--- config.mk ---
export PLATFORM = sky130hd
export DESIGN_NAME = dram_arbiter
export DESIGN_NICKNAME = d
export VERILOG_FILES = /design/src/rtl/dram_arbiter_pkg.sv /design/src/rtl/dram_arbiter_rr_pick.sv /design/src/rtl/dram_arbiter.sv
export SDC_FILE = /design/constraint.sdc
export NUM_CORES = 1
export LEC_CHECK = 0
export ABC_AREA = 1
export CAP_MARGIN = 20
export CORE_ASPECT_RATIO = 1.5
export CORE_MARGIN = 10
export CORE_UTILIZATION = 47
export CTS_CLUSTER_DIAMETER = 60
export DETAILED_ROUTE_END_ITERATION = 12
export PLACE_DENSITY = 0.9
export SKIP_LAST_GASP = 1
export SLEW_MARGIN = 20
export SYNTH_ARGS = -nofsm -noshare
export SYNTH_HDL_FRONTEND = slang
export SYNTH_HIERARCHICAL = 1
export SYNTH_SLANG_ARGS = --single-unit
--- constraint.sdc ---
create_clock -name Clk -period 4.83 [get_ports Clk]
set_input_delay 0.7245 -clock Clk [delete_from_list [all_inputs] [get_ports Clk]]
set_output_delay 0.7245 -clock Clk [all_outputs]
set_load 0.005 [all_outputs]
--- src/rtl/dram_arbiter_pkg.sv ---
// Shared types for the data-RAM arbiter.
//  - req_id_t    : requester id (3 bits, enough for up to 8 requesters)
//  - arb_state_e : arbiter FSM states (encoding 3 is unused and recovers to IDLE)
//  - ARB_OP_*    : operation encoding stored with a grant
//  - grant_t     : registered grant (winner id, op, rd+wr conflict flag)
package dram_arbiter_pkg;

    localparam int unsigned ID_W = 3;

    typedef logic [ID_W-1:0] req_id_t;

    typedef enum logic [1:0] {
        ARB_IDLE   = 2'd0,
        ARB_ISSUE  = 2'd1,
        ARB_RDWAIT = 2'd2
    } arb_state_e;

    localparam logic ARB_OP_RD = 1'b0;
    localparam logic ARB_OP_WR = 1'b1;

    typedef struct packed {
        req_id_t id;
        logic    op;
        logic    conflict;
    } grant_t;

    // Id of the requester after 'id', wrapping explicitly at nreq-1 -> 0.
    function automatic req_id_t next_id(input req_id_t id, input int unsigned nreq);
        int unsigned nxt;
        nxt = 32'(id) + 32'd1;
        if (nxt >= nreq) begin
            nxt = 32'd0;
        end
        return ID_W'(nxt);
    endfunction

endpackage

--- src/rtl/dram_arbiter_rr_pick.sv ---
// Combinational round-robin picker.
//  act_i : per-requester active vector
//  ptr_i : requester with highest priority this round
//  win_o : first active requester found searching upward from ptr_i, mod NREQ
//  any_o : at least one requester is active
// Rotates act_i so ptr_i lands at position 0, priority-encodes, then un-rotates.
module dram_arbiter_rr_pick
    import dram_arbiter_pkg::*;
#(
    parameter int unsigned NREQ = 4
) (
    input  logic [NREQ-1:0] act_i,
    input  req_id_t         ptr_i,
    output req_id_t         win_o,
    output logic            any_o
);

    logic [NREQ-1:0] rot;
    req_id_t         idx;
    int unsigned     off;
    logic            found;

    // base + offset modulo NREQ; both operands are below NREQ so one subtract suffices.
    function automatic req_id_t wrap_add(input req_id_t base, input int unsigned ofs);
        int unsigned s;
        s = 32'(base) + ofs;
        if (s >= NREQ) begin
            s = s - NREQ;
        end
        return ID_W'(s);
    endfunction

    always_comb begin
        rot   = '0;
        idx   = '0;
        off   = 0;
        found = 1'b0;
        // rotate
        for (int unsigned j = 0; j < NREQ; j++) begin
            idx = wrap_add(ptr_i, j);
            for (int unsigned k = 0; k < NREQ; k++) begin
                if (ID_W'(k) == idx) begin
                    rot[j] = act_i[k];
                end
            end
        end
        // priority encode, lowest rotated position wins
        for (int unsigned j = 0; j < NREQ; j++) begin
            if (!found && rot[j]) begin
                found = 1'b1;
                off   = j;
            end
        end
        any_o = found;
        win_o = wrap_add(ptr_i, off);
    end

endmodule

--- src/rtl/dram_arbiter.sv ---
// Round-robin arbiter sharing one single-port data RAM between NREQ requesters.
//  Clk, Rst_n          : clock, asynchronous active-low reset
//  req_rd/req_wr       : per-requester level requests, held until done
//  req_addr/req_wdata  : packed per-requester address / write data
//  done/err            : one-cycle completion pulse; err flags a rd+wr conflict
//  rdata               : read data, updated when a read completes
//  mem_*               : registered RAM port; mem_rdata arrives the cycle after mem_read
//  busy                : arbiter is not IDLE
module dram_arbiter
    import dram_arbiter_pkg::*;
#(
    parameter int unsigned WIDTH = 8,
    parameter int unsigned AW    = 8,
    parameter int unsigned NREQ  = 4
) (
    input  logic                    Clk,
    input  logic                    Rst_n,
    input  logic [NREQ-1:0]         req_rd,
    input  logic [NREQ-1:0]         req_wr,
    input  logic [NREQ*AW-1:0]      req_addr,
    input  logic [NREQ*WIDTH-1:0]   req_wdata,
    output logic [NREQ-1:0]         done,
    output logic [WIDTH-1:0]        rdata,
    output logic [NREQ-1:0]         err,
    output logic [AW-1:0]           mem_addr,
    output logic [WIDTH-1:0]        mem_wdata,
    output logic                    mem_read,
    output logic                    mem_write,
    input  logic [WIDTH-1:0]        mem_rdata,
    output logic                    busy
);

    arb_state_e      state_q, state_d;
    grant_t          grant_q, grant_d;
    req_id_t         ptr_q, ptr_d;

    logic [NREQ-1:0] act_c;
    req_id_t         pick_win;
    logic            pick_any;

    logic [AW-1:0]    sel_addr;
    logic [WIDTH-1:0] sel_wdata;
    logic             sel_rd, sel_wr;
    logic [NREQ-1:0]  win_vec;

    logic [NREQ-1:0]  done_d, err_d;
    logic [WIDTH-1:0] rdata_d, mem_wdata_d;
    logic [AW-1:0]    mem_addr_d;
    logic             mem_read_d, mem_write_d, busy_d;

    // A requester seeing its done pulse is still holding its old request; mask it.
    assign act_c = (req_rd | req_wr) & ~done;

    dram_arbiter_rr_pick #(.NREQ(NREQ)) u_rr_pick (
        .act_i (act_c),
        .ptr_i (ptr_q),
        .win_o (pick_win),
        .any_o (pick_any)
    );

    // Request mux for the picked requester, and one-hot of the registered winner.
    always_comb begin
        sel_addr  = '0;
        sel_wdata = '0;
        sel_rd    = 1'b0;
        sel_wr    = 1'b0;
        win_vec   = '0;
        for (int unsigned i = 0; i < NREQ; i++) begin
            if (ID_W'(i) == pick_win) begin
                sel_addr  = req_addr[i*AW +: AW];
                sel_wdata = req_wdata[i*WIDTH +: WIDTH];
                sel_rd    = req_rd[i];
                sel_wr    = req_wr[i];
            end
            win_vec[i] = (ID_W'(i) == grant_q.id);
        end
    end

    // State register.
    always_ff @(posedge Clk or negedge Rst_n) begin
        if (!Rst_n) begin
            state_q <= ARB_IDLE;
        end else begin
            state_q <= state_d;
        end
    end

    // Next-state logic.
    always_comb begin
        state_d = state_q;
        case (state_q)
            ARB_IDLE:   if (pick_any) state_d = ARB_ISSUE;
            ARB_ISSUE:  state_d = (grant_q.op == ARB_OP_WR) ? ARB_IDLE : ARB_RDWAIT;
            ARB_RDWAIT: state_d = ARB_IDLE;
            default:    state_d = ARB_IDLE;
        endcase
    end

    // Output / datapath next values.
    always_comb begin
        grant_d     = grant_q;
        ptr_d       = ptr_q;
        done_d      = '0;
        err_d       = '0;
        rdata_d     = rdata;
        mem_addr_d  = mem_addr;
        mem_wdata_d = mem_wdata;
        mem_read_d  = 1'b0;
        mem_write_d = 1'b0;
        case (state_q)
            ARB_IDLE: begin
                if (pick_any) begin
                    // A rd+wr conflict is served as a write.
                    grant_d.id       = pick_win;
                    grant_d.op       = sel_wr ? ARB_OP_WR : ARB_OP_RD;
                    grant_d.conflict = sel_rd & sel_wr;
                    mem_addr_d       = sel_addr;
                    mem_wdata_d      = sel_wdata;
                    mem_write_d      = sel_wr;
                    mem_read_d       = ~sel_wr;
                end
            end
            ARB_ISSUE: begin
                ptr_d = next_id(grant_q.id, NREQ);
                if (grant_q.op == ARB_OP_WR) begin
                    done_d = win_vec;
                    err_d  = grant_q.conflict ? win_vec : '0;
                end
            end
            ARB_RDWAIT: begin
                done_d  = win_vec;
                rdata_d = mem_rdata;
            end
            default: ;
        endcase
        busy_d = (state_d != ARB_IDLE);
    end

    // Registered outputs and grant/pointer state.
    always_ff @(posedge Clk or negedge Rst_n) begin
        if (!Rst_n) begin
            grant_q   <= '0;
            ptr_q     <= '0;
            done      <= '0;
            err       <= '0;
            rdata     <= '0;
            mem_addr  <= '0;
            mem_wdata <= '0;
            mem_read  <= 1'b0;
            mem_write <= 1'b0;
            busy      <= 1'b0;
        end else begin
            grant_q   <= grant_d;
            ptr_q     <= ptr_d;
            done      <= done_d;
            err       <= err_d;
            rdata     <= rdata_d;
            mem_addr  <= mem_addr_d;
            mem_wdata <= mem_wdata_d;
            mem_read  <= mem_read_d;
            mem_write <= mem_write_d;
            busy      <= busy_d;
        end
    end

endmodule

==> run_results.csv, run 1 <==
group,metric,value,unit
placement,hpwl,6834,µm
drt,drt_iter0_drc,113,
synth,syn_area,2804,µm²
layout,stdcell_count,530,
grt,grt_pass1_wl,13930,µm
synth,synth_edf_count,0,
power_and_ir_drop,p_sw,1.430,mW
clocking,htreeDepth,2,
setup_path,arrival,4050,ps
synth,synth_cells,351,
clocking,cts_made_buffers,5,
synth,synth_area_leaders,"dfrtp_1 (40%), nand2_1 (8.4%), nand3_1 (8.2%)",
clocking,post_cts_resize_count,0,
drt,routedWlPerCell,16.19,µm
timing,finalCritPeriodShare,0.7919,
power_and_ir_drop,p_int,1.466,mW
timing,setup_violations,0,
run_status,status,"finished, final reports clean",
grt,grt-busiest-layer,"met2",
power_and_ir_drop,total_power,2.896,mW
synth,synthSimpleGateAreaFrac,0.2749,
drt,drtPass1Iterations,4,
synth,ys_warn_count,6,
layout,final_nets,550,
power_and_ir_drop,pwr-share-comb,0.687,
synth,syn_area_per_cell,7.988,µm²
placement,io_buffers,116,
floorplanning,pin_count,117,
grt,grt_overflow,0,
timing,maxSlewViolCount,0,
layout,area_delta_synth_final,41.86,%
synth,async_flop_share,1.000,
power_and_ir_drop,seq_power_share,0.226,
grt,grtUsageTotal,0.1743,
synth,synth_top_area_cell,"dfrtp_1",
synth,yosysUniqueCellTypes,33,
clocking,cts_hold_buffers,0,
grt,grt_pass1_vias,2926,
synth,synthFlopType,"dfrtp_1",
clocking,path_clk_slew,90,ps
layout,finish.utilization,0.6875,
timing,hold_violations,0,
grt,use_met3,0.06268,
setup_path,critPathMaxFanout,22,
timing,clock.fmax,261.5,MHz
synth,ys_ff_latch,45,
synth,yosysSeqAreaShare,0.4016,
power_and_ir_drop,switching_share,0.4938,
floorplanning,row_count,34,
floorplanning,die_area,9519,µm²
drt,num_vias,2809,
placement,dpl.cell_count,522,
setup_path,critPathRequiredTime,5050,ps
drt,drc,0,
floorplanning,core,5786,µm²
timing,fin_crit,3825,ps
timing,tns,0,ps
grt,grtUsageMet1,0.1692,
power_and_ir_drop,power_density,728.0,nW/µm²
floorplanning,die_w,83.07,µm
drt,ant_nets,0,
timing,clock_skew,12.37,ps
drt,vias_per_cell,5.300,
timing,rsz0062_at_grt,"false",
synth,synth_most_common_cell,"nand2_1",
placement,routabilityCongestion,0.8418,
power_and_ir_drop,p_clk_frac,0.088,
floorplanning,floorplan.initialDensity,0.4846,
grt,global_route.usage.met2,0.3332,
synth,synth_compound_area_frac,0.1178,
synth,muxShareOfSynthArea,0.03213,
synth,synth_top_area_frac,0.4016,
timing,worstMarginPinSlew,614.7,ps
timing,slew_headroom,0.5898,
setup_path,crit_type,"in2reg",
layout,drive_gt1_frac,0.07424,
clocking,clk_latency,300,ps
grt,antenna_found_initial,0,
synth,synthTopCellsByCount,"nand2_1 (63), nand3_1 (46), dfrtp_1 (45)",
grt,grt_max_degree,46,
synth,synthAdderAreaFrac,0.05176,
setup_path,r2r_cells,14,
clocking,clockBufferDepth,2,
power_and_ir_drop,ir_worst_vdd,0.0006100,V
synth,synth_top_family_by_area,"simple AND/OR/NAND/NOR gates",
layout,n_fill_cell,479,
synth,synthXorXnorAreaFrac,0,
setup_path,cp-start-kind,"input port",
setup_path,cp-end-kind,"flip-flop",
clocking,postCtsSetupRepairBufs,0,
drt,wl,8579,µm
floorplanning,die_height,114.6,µm
synth,syn-num-nets,444,
min_path,min_path_type,"in2async",
clocking,root_buffer,"clkbuf_8",
job,drv_cap,0,
power_and_ir_drop,power.leakage,1.863,nW
clocking,cts_tree,"done",
layout,n_antenna_cell,0,
clocking,numClockSinks,45,
==> stage by stage <==
step                      cell area (µm²)  setup WS (ps)  hold slack, ps
after floorplan                      2804           2012           428.9
after global placement               3875          900.2           469.9
after detailed placement             3875          745.2           474.0
after CTS                            3975           1031           503.7
after global routing                 3978          683.1           447.0
final                                3978           1005           403.6
==> routing by layer <==
| metal | wire length, µm | part of all wire | vias to the layer above |
|---|---|---|---|
| met3 | 661 | 0.077 | 16 |
| li1 | - | - | 1356 |
| met4 | 234 | 0.027 | 0 |
| met2 | 4678 | 0.55 | 106 |
| met5 | 0 | 0 | - |
| met1 | 3005 | 0.35 | 1331 |
==> worst max-delay path: stages <==
cell and delay (ps):
clkdlybuf4s50_1 510, nor2_1 60, nor2_1 230, nor2_1 90
nor2_1 100, nand2_1 90, nand2_2 100, nand2_1 60
a21oi_1 130, ha_1 200, fa_1 460, buf_4 240
inv_2 330, nand3_4 270, o21ai_0 240, nor2_1 70
o21ai_1 130
==> worst paths after layout <==
path                                   start           end  slack (ps)
worst max-delay path               req_rd[2]  mem_wdata[5]        1010
worst min-delay path                   Rst_n   mem_addr[6]         400
worst max register to register      ptr_q[1]  mem_wdata[5]        1520
worst min register to register  mem_wdata[1]  mem_wdata[1]         500
max in group asynchronous              Rst_n        err[1]        4030
min in group Clk                mem_wdata[1]  mem_wdata[1]         500
==> sequential cells by signal, summed over array words and instances, names as in the netlist <==
signal and count:
state_q 2, mem_wdata 8, done 4, mem_addr 8, err 4, busy 1
ptr_q 3, mem_write 1, mem_read 1, rdata 8, grant_q 5
==> power groups by stage <==
| stage | clock (mW) | sequential, mW | combinational (mW) |
|---|---|---|---|
| 2_1_floorplan | 0 | 0.628 | 1.66 |
| 3_3_place_gp | 0 | 0.652 | 1.92 |
| 3_5_place_dp | 0 | 0.659 | 1.99 |
| 4_1_cts | 0.262 | 0.654 | 2.00 |
| 5_1_grt | 0.276 | 0.674 | 2.23 |
| 6_report | 0.253 | 0.654 | 1.99 |
==> layout make-up <==
type / count / area [µm²] / share of cell area
Sequential cell: 45 / 1126 / 0.2831
Multi-Input combinational cell: 248 / 1336 / 0.3360
Timing Repair Buffer: 118 / 1174 / 0.2951
Clock inverter: 2 / 17.52 / 0.004404
Tap cell: 72 / 90.09 / 0.02265
Inverter: 39 / 151.4 / 0.03806
Clock buffer: 6 / 82.58 / 0.02076
==> cells in the final DEF, fill, tap and decap left out, drive strengths merged <==
cell type,n
clkinv,1
clkdlybuf4s50,115
ha,10
o21ai,55
nor2b,1
o21bai,2
nand3,48
clkbuf,6
buf,3
mux2,8
nand2,65
nor3,1
inv,40
a21oi,4
dfrtp,45
fa,1
o22ai,1
a32o,1
nand4,4
nor2,46
or2,1
==> cell families after synthesis <==
group | after synthesis
AO/OA/AOI/OAI | 63
adder cells (fa/ha/maj) | 11
buffers and inverters | 58
flip-flops | 45
multiplexers | 8
AND/OR/NAND/NOR | 166
Note: power is estimated with default switching activity, not from simulation.
==> run 2, diff against run 1 <==
CORE_UTILIZATION = 43   (was 47)
PLACE_DENSITY = 0.84   (was 0.9)
clock period = 3.7 ns   (was 4.83 ns; I/O delays follow)
==> run 2 against run 1 <==
Against the previous run: count of clock-buffer cells in the layout unchanged; cell count rose by 1.1%; register-to-register slack got worse by 830 ps; critical path depth increased by 2; cell area is 0.79% higher; hold slack lost 180 ps; critical endpoint is now mem_wdata[0]; clock skew is 4.5 ps higher; non-clock buffer count rose by 2; worst setup slack worse by 600 ps; sequential share of layout area is 0.22 points lower; global-route usage shrank 0.77 points.
==> run_results.csv, run 2 (same netlist as run 1, synthesis figures left out) <==
group,metric,value,unit
power_and_ir_drop,total_power,3.871,mW
setup_path,worstPathCellList,"clkdlybuf4s50_1 -> nor2_1 -> nor2_1 -> nor2_1 -> nor2_1 -> nand2_1 -> nand2_2 -> nand2_1 -> a21oi_1 -> ha_1 -> fa_1 -> nand2_1 -> nor2_1 -> inv_4 -> nand3_4 -> buf_12 -> nand2_1 -> nor2_1 -> o21ai_1",
drt,wl,8434,µm
drt,drtPass1Iterations,4,
grt,grt_max_degree,46,
timing,clock.fmax,303.7,MHz
drt,num_vias,2758,
placement,dpl.cell_count,528,
floorplanning,die_area,10220,µm²
drt,drc,0,
setup_path,crit_family,"simple AND/OR/NAND/NOR gates",
timing,rsz0062_at_grt,"false",
layout,final_common_cell,"clkdlybuf4s50_1",
grt,grt_pass1_wl,13960,µm
placement,routabilityCongestion,0.8388,
floorplanning,die_height,118.9,µm
timing,finalCritPeriodShare,0.8899,
placement,io_buffers,116,
setup_path,cp-end-kind,"flip-flop",
clocking,clockBufferDepth,2,
timing,tns,0,ps
clocking,post_cts_resize_count,0,
power_and_ir_drop,ir_worst_vdd,0.0006530,V
layout,top_regs,"mem_addr x8, mem_wdata x8, rdata x8",
grt,grt_pass1_vias,2909,
setup_path,worst_path_largest_cell_delay,480,ps
drt,ant_nets,0,
clocking,root_buffer,"clkbuf_8",
layout,stdcell_count,536,
clocking,clk_latency,310,ps
timing,fin_crit,3293,ps
grt,antenna_found_initial,0,
setup_path,crit_type,"in2reg",
layout,drive_gt1_frac,0.07826,
timing,maxSlewViolCount,0,
setup_path,critPathRequiredTime,3910,ps
setup_path,crit-reg2reg-launch,"ptr_q[1]",
run_status,status,"finished, final reports clean",
clocking,numClockSinks,45,
placement,dp_slack,115.2,ps
timing,hold_violations,0,
placement,postPlaceCellArea,3908,µm²
layout,fin_area,4009,µm²
timing,worstMarginPinSlew,634.1,ps
drt,routedWlPerCell,15.74,µm
layout,final_nets,552,
floorplanning,core,6441,µm²
clocking,path_clk_slew,100,ps
setup_path,path_buf_inv,3,
clocking,cts_made_buffers,5,
job,drv_cap,0,
grt,grtUsageTotal,0.1666,
min_path,min_path_type,"in2async",
power_and_ir_drop,power.leakage,1.874,nW
clocking,htreeDepth,2,
floorplanning,pin_count,117,
timing,clock_skew,16.88,ps
timing,setup_violations,0,
grt,grt_overflow,0,
layout,area_delta_synth_final,42.97,%
setup_path,critPathMaxFanout,18,
timing,slew_headroom,0.5768,
setup_path,crit_top_cell,"nor2_1",
setup_path,crit_start,"req_rd[2]",
power_and_ir_drop,power_density,965.7,nW/µm²
placement,hpwl,6794,µm
setup_path,arrival,3500,ps
setup_path,slowest_stage,"clkdlybuf4s50_1",
timing,setup_ws,407.3,ps
drt,vias_per_cell,5.146,
layout,n_antenna_cell,0,
setup_path,cp-start-kind,"input port",
floorplanning,die_w,85.94,µm
layout,final_cell_mix,"clkdlybuf4s50_1 (115), nand2_1 (63), nand3_1 (46)",
drt,drt_iter0_drc,176,
floorplanning,row_count,36,
setup_path,r2r_slack,690,ps
floorplanning,floorplan.initialDensity,0.4353,
clocking,cts_tree,"done",
clocking,postCtsSetupRepairBufs,0,
clocking,cts_hold_buffers,0,
run 2: changes by cell type in the layout (fill, tap and decap cells not counted), sizes merged:
| cell | delta |
|---|---|
| clkinv | -1 |
| buf | +2 |
| clkinvlp | +1 |
run 2: stage by stage:
stage | hold WS [ps] | utilization
global route | 281.9 | 0.6224
global placement | 471.6 | 0.6066
detailed placement | 474.7 | 0.6066
CTS | 442.8 | 0.6220
floorplan | 259.4 | -
finish | 226.5 | 0.6224
run 2: area by class of cell:
cell class | instances | area [µm²]
Clock inverter | 2 | 16.27
Tap cell | 76 | 95.09
Inverter | 39 | 151.4
Fill cell | 566 | 2432
Timing Repair Buffer | 120 | 1201
Clock buffer | 6 | 82.58
Multi-Input combinational cell | 248 | 1336
Sequential cell | 45 | 1126
run 2: worst paths after layout:
| path | endpoint | cells after the start |
|---|---|---|
| min reg2reg | grant_q[4] | 2 |
| max reg2reg | mem_wdata[0] | 16 |
| min in group Clk | grant_q[4] | 2 |
| max | mem_wdata[0] | 19 |
| min | mem_addr[5] | 1 |
| max in group asynchronous | done[3] | 1 |
run 2: power breakdown:
part           switching (mW)  leakage [nW]  total, mW  internal, mW
Clock                   0.186        0.0478      0.340         0.154
Sequential              0.153         0.571      0.854         0.701
Combinational            1.55          1.26       2.68          1.12
run 2: metal layers:
metal / GRT usage / routed length [µm]
met5: 0 / 0
met2: 0.3008 / 4575
met1: 0.1607 / 2975
met3: 0.06821 / 674
met4: 0.06715 / 210
==> run 3, diff against run 2 <==
CORE_UTILIZATION = 42   (was 43)
PLACE_DENSITY = 0.82   (was 0.84)
==> run 3 against run 2 <==
Against the previous run: utilization fell by 0.30 points; first-iteration DRC count fell by 18%; via count fell by 1.9%; count of clock-buffer cells in the layout did not move.
==> run_results.csv, run 3 (same netlist as run 1, synthesis figures left out) <==
group,metric,value,unit
power_and_ir_drop,ir_worst_vdd,0.0007700,V
timing,tns,0,ps
grt,grt_overflow,0,
clocking,post_cts_resize_count,0,
placement,routabilityCongestion,0.8581,
timing,rsz0062_at_grt,"false",
timing,finalCritPeriodShare,0.8799,
layout,n_fill_cell,588,
timing,clock_skew,7.019,ps
drt,drt_iter0_drc,145,
timing,setup_ws,444.2,ps
setup_path,worst_path_largest_cell_delay,510,ps
grt,antenna_found_initial,0,
power_and_ir_drop,seq_power_share,0.220,
layout,area_delta_synth_final,43.28,%
layout,top_regs,"mem_addr x8, mem_wdata x8, rdata x8",
drt,dr_wl_met3,731,µm
floorplanning,row_count,36,
drt,routedWlPerCell,15.12,µm
floorplanning,pin_count,117,
layout,final_common_cell,"clkdlybuf4s50_1",
clocking,clockBufferDepth,2,
setup_path,critPathRequiredTime,3940,ps
floorplanning,die_w,86.72,µm
drt,wl_met2,4420,µm
drt,vias_per_cell,5.037,
grt,grt_pass1_vias,2855,
setup_path,slowest_stage,"fa_1",
power_and_ir_drop,total_power,3.872,mW
clocking,cts_hold_buffers,0,
setup_path,crit_type,"in2reg",
power_and_ir_drop,power.leakage,1.883,nW
layout,drive_gt1_frac,0.08026,
power_and_ir_drop,p_clk_frac,0.087,
grt,grt_pass1_wl,13320,µm
timing,slew_headroom,0.5904,
clocking,numClockSinks,45,
power_and_ir_drop,pwr-share-comb,0.693,
placement,dp_slack,136.3,ps
drt,drc,0,
grt,grtUsageTotal,0.1570,
timing,worstMarginPinSlew,613.7,ps
clocking,htreeDepth,2,
layout,seqCellArea,1126,µm²
run_status,status,"finished, final reports clean",
layout,multi_input_area,1336,µm²
floorplanning,die_height,120.1,µm
drt,drtPass1Iterations,4,
min_path,min_path_type,"in2async",
setup_path,crit-reg2reg-launch,"ptr_q[1]",
floorplanning,core,6486,µm²
setup_path,r2r_slack,710,ps
placement,hpwl,6545,µm
setup_path,cp-end-kind,"flip-flop",
clocking,postCtsSetupRepairBufs,0,
clocking,root_buffer,"clkbuf_8",
placement,io_buffers,116,
job,drv_cap,0,
power_and_ir_drop,p_sw,1.883,mW
power_and_ir_drop,switching_share,0.4862,
clocking,cts_made_buffers,5,
timing,setup_violations,0,
drt,wl_met1,2855,µm
drt,wl,8120,µm
timing,maxSlewViolCount,0,
timing,hold_violations,0,
setup_path,crit_start,"req_rd[1]",
drt,top_layer_used,"met4",
layout,final_cell_mix,"clkdlybuf4s50_1 (115), nand2_1 (63), nand3_1 (46)",
layout,n_antenna_cell,0,
floorplanning,floorplan.initialDensity,0.4323,
power_and_ir_drop,power_density,963.8,nW/µm²
clocking,path_clk_slew,90,ps
drt,num_vias,2705,
grt,grt_max_degree,46,
clocking,cts_tree,"done",
timing,clock.fmax,307.1,MHz
floorplanning,die_area,10410,µm²
setup_path,worstPathCellList,"clkdlybuf4s50_1 -> nor2_1 -> nor2_1 -> nand3_1 -> nand2_1 -> nand2_1 -> nand2_2 -> nand2_1 -> a21oi_1 -> ha_1 -> fa_1 -> inv_2 -> nand3_4 -> o21ai_0 -> nor2_1 -> o21ai_1",
setup_path,cp-start-kind,"input port",
drt,ant_nets,0,
setup_path,arrival,3500,ps
setup_path,critPathMaxFanout,16,
layout,final_nets,553,
timing,fin_crit,3256,ps
power_and_ir_drop,p_int,1.990,mW
clocking,clk_latency,310,ps
-- run 3: cell types whose count changed in the layout (fill, tap and decap cells not counted) --
cell        previous run  this run
buf_4                  4         5
clkinv_4               0         1
clkinvlp_4             1         0
-- run 3: final timing paths --
check	endpoint	cells past startpoint
min in group Clk	mem_addr[2]	2
hold / removal	mem_addr[7]	1
hold reg to reg	mem_addr[2]	2
max in group asynchronous	mem_wdata[1]	1
setup / recovery	mem_wdata[0]	16
setup reg to reg	mem_wdata[0]	13
-- run 3: power by group through the flow --
stage	Sequential, mW	Combinational [mW]	Clock (mW)
floorplan	0.820	2.16	0
global placement	0.849	2.63	0
detailed placement	0.860	2.71	0
CTS	0.852	2.71	0.347
global route	0.876	3.00	0.373
finish	0.850	2.68	0.338
-- run 3: critical path: cells and delay by family --
family / cells / cell delay [ps]
buffers and inverters: 2 / 670
AOI/OAI and AO/OA: 3 / 540
adders and majority gates: 2 / 710
and+or+nand+nor: 9 / 1000
-- run 3: final cells by class --
type / instances / share of cell area
Multi-Input combinational cell: 248 / 0.3326
Timing Repair Buffer: 121 / 0.3008
Sequential cell: 45 / 0.2803
Inverter: 39 / 0.03768
Tap cell: 76 / 0.02367
Clock buffer: 6 / 0.02055
Clock inverter: 2 / 0.004360
-- run 3: per-layer routing --
layer / vias up / GRT usage
li1: 1358 / -
met1: 1256 / 0.1508
met2: 83 / 0.2894
met3: 8 / 0.06770
met4: 0 / 0.04776
met5: - / 0
-- run 3: through the flow --
step                area [µm²]  instances  hold slack (ps)  utilization
floorplan                 2804        351            259.4            -
global placement          3915        529            472.1       0.6036
detailed placement        3915        529            478.1       0.6036
CTS                       4015        537            442.7       0.6190
global route              4018        537            258.1       0.6194
finish                    4018        537            221.0       0.6194
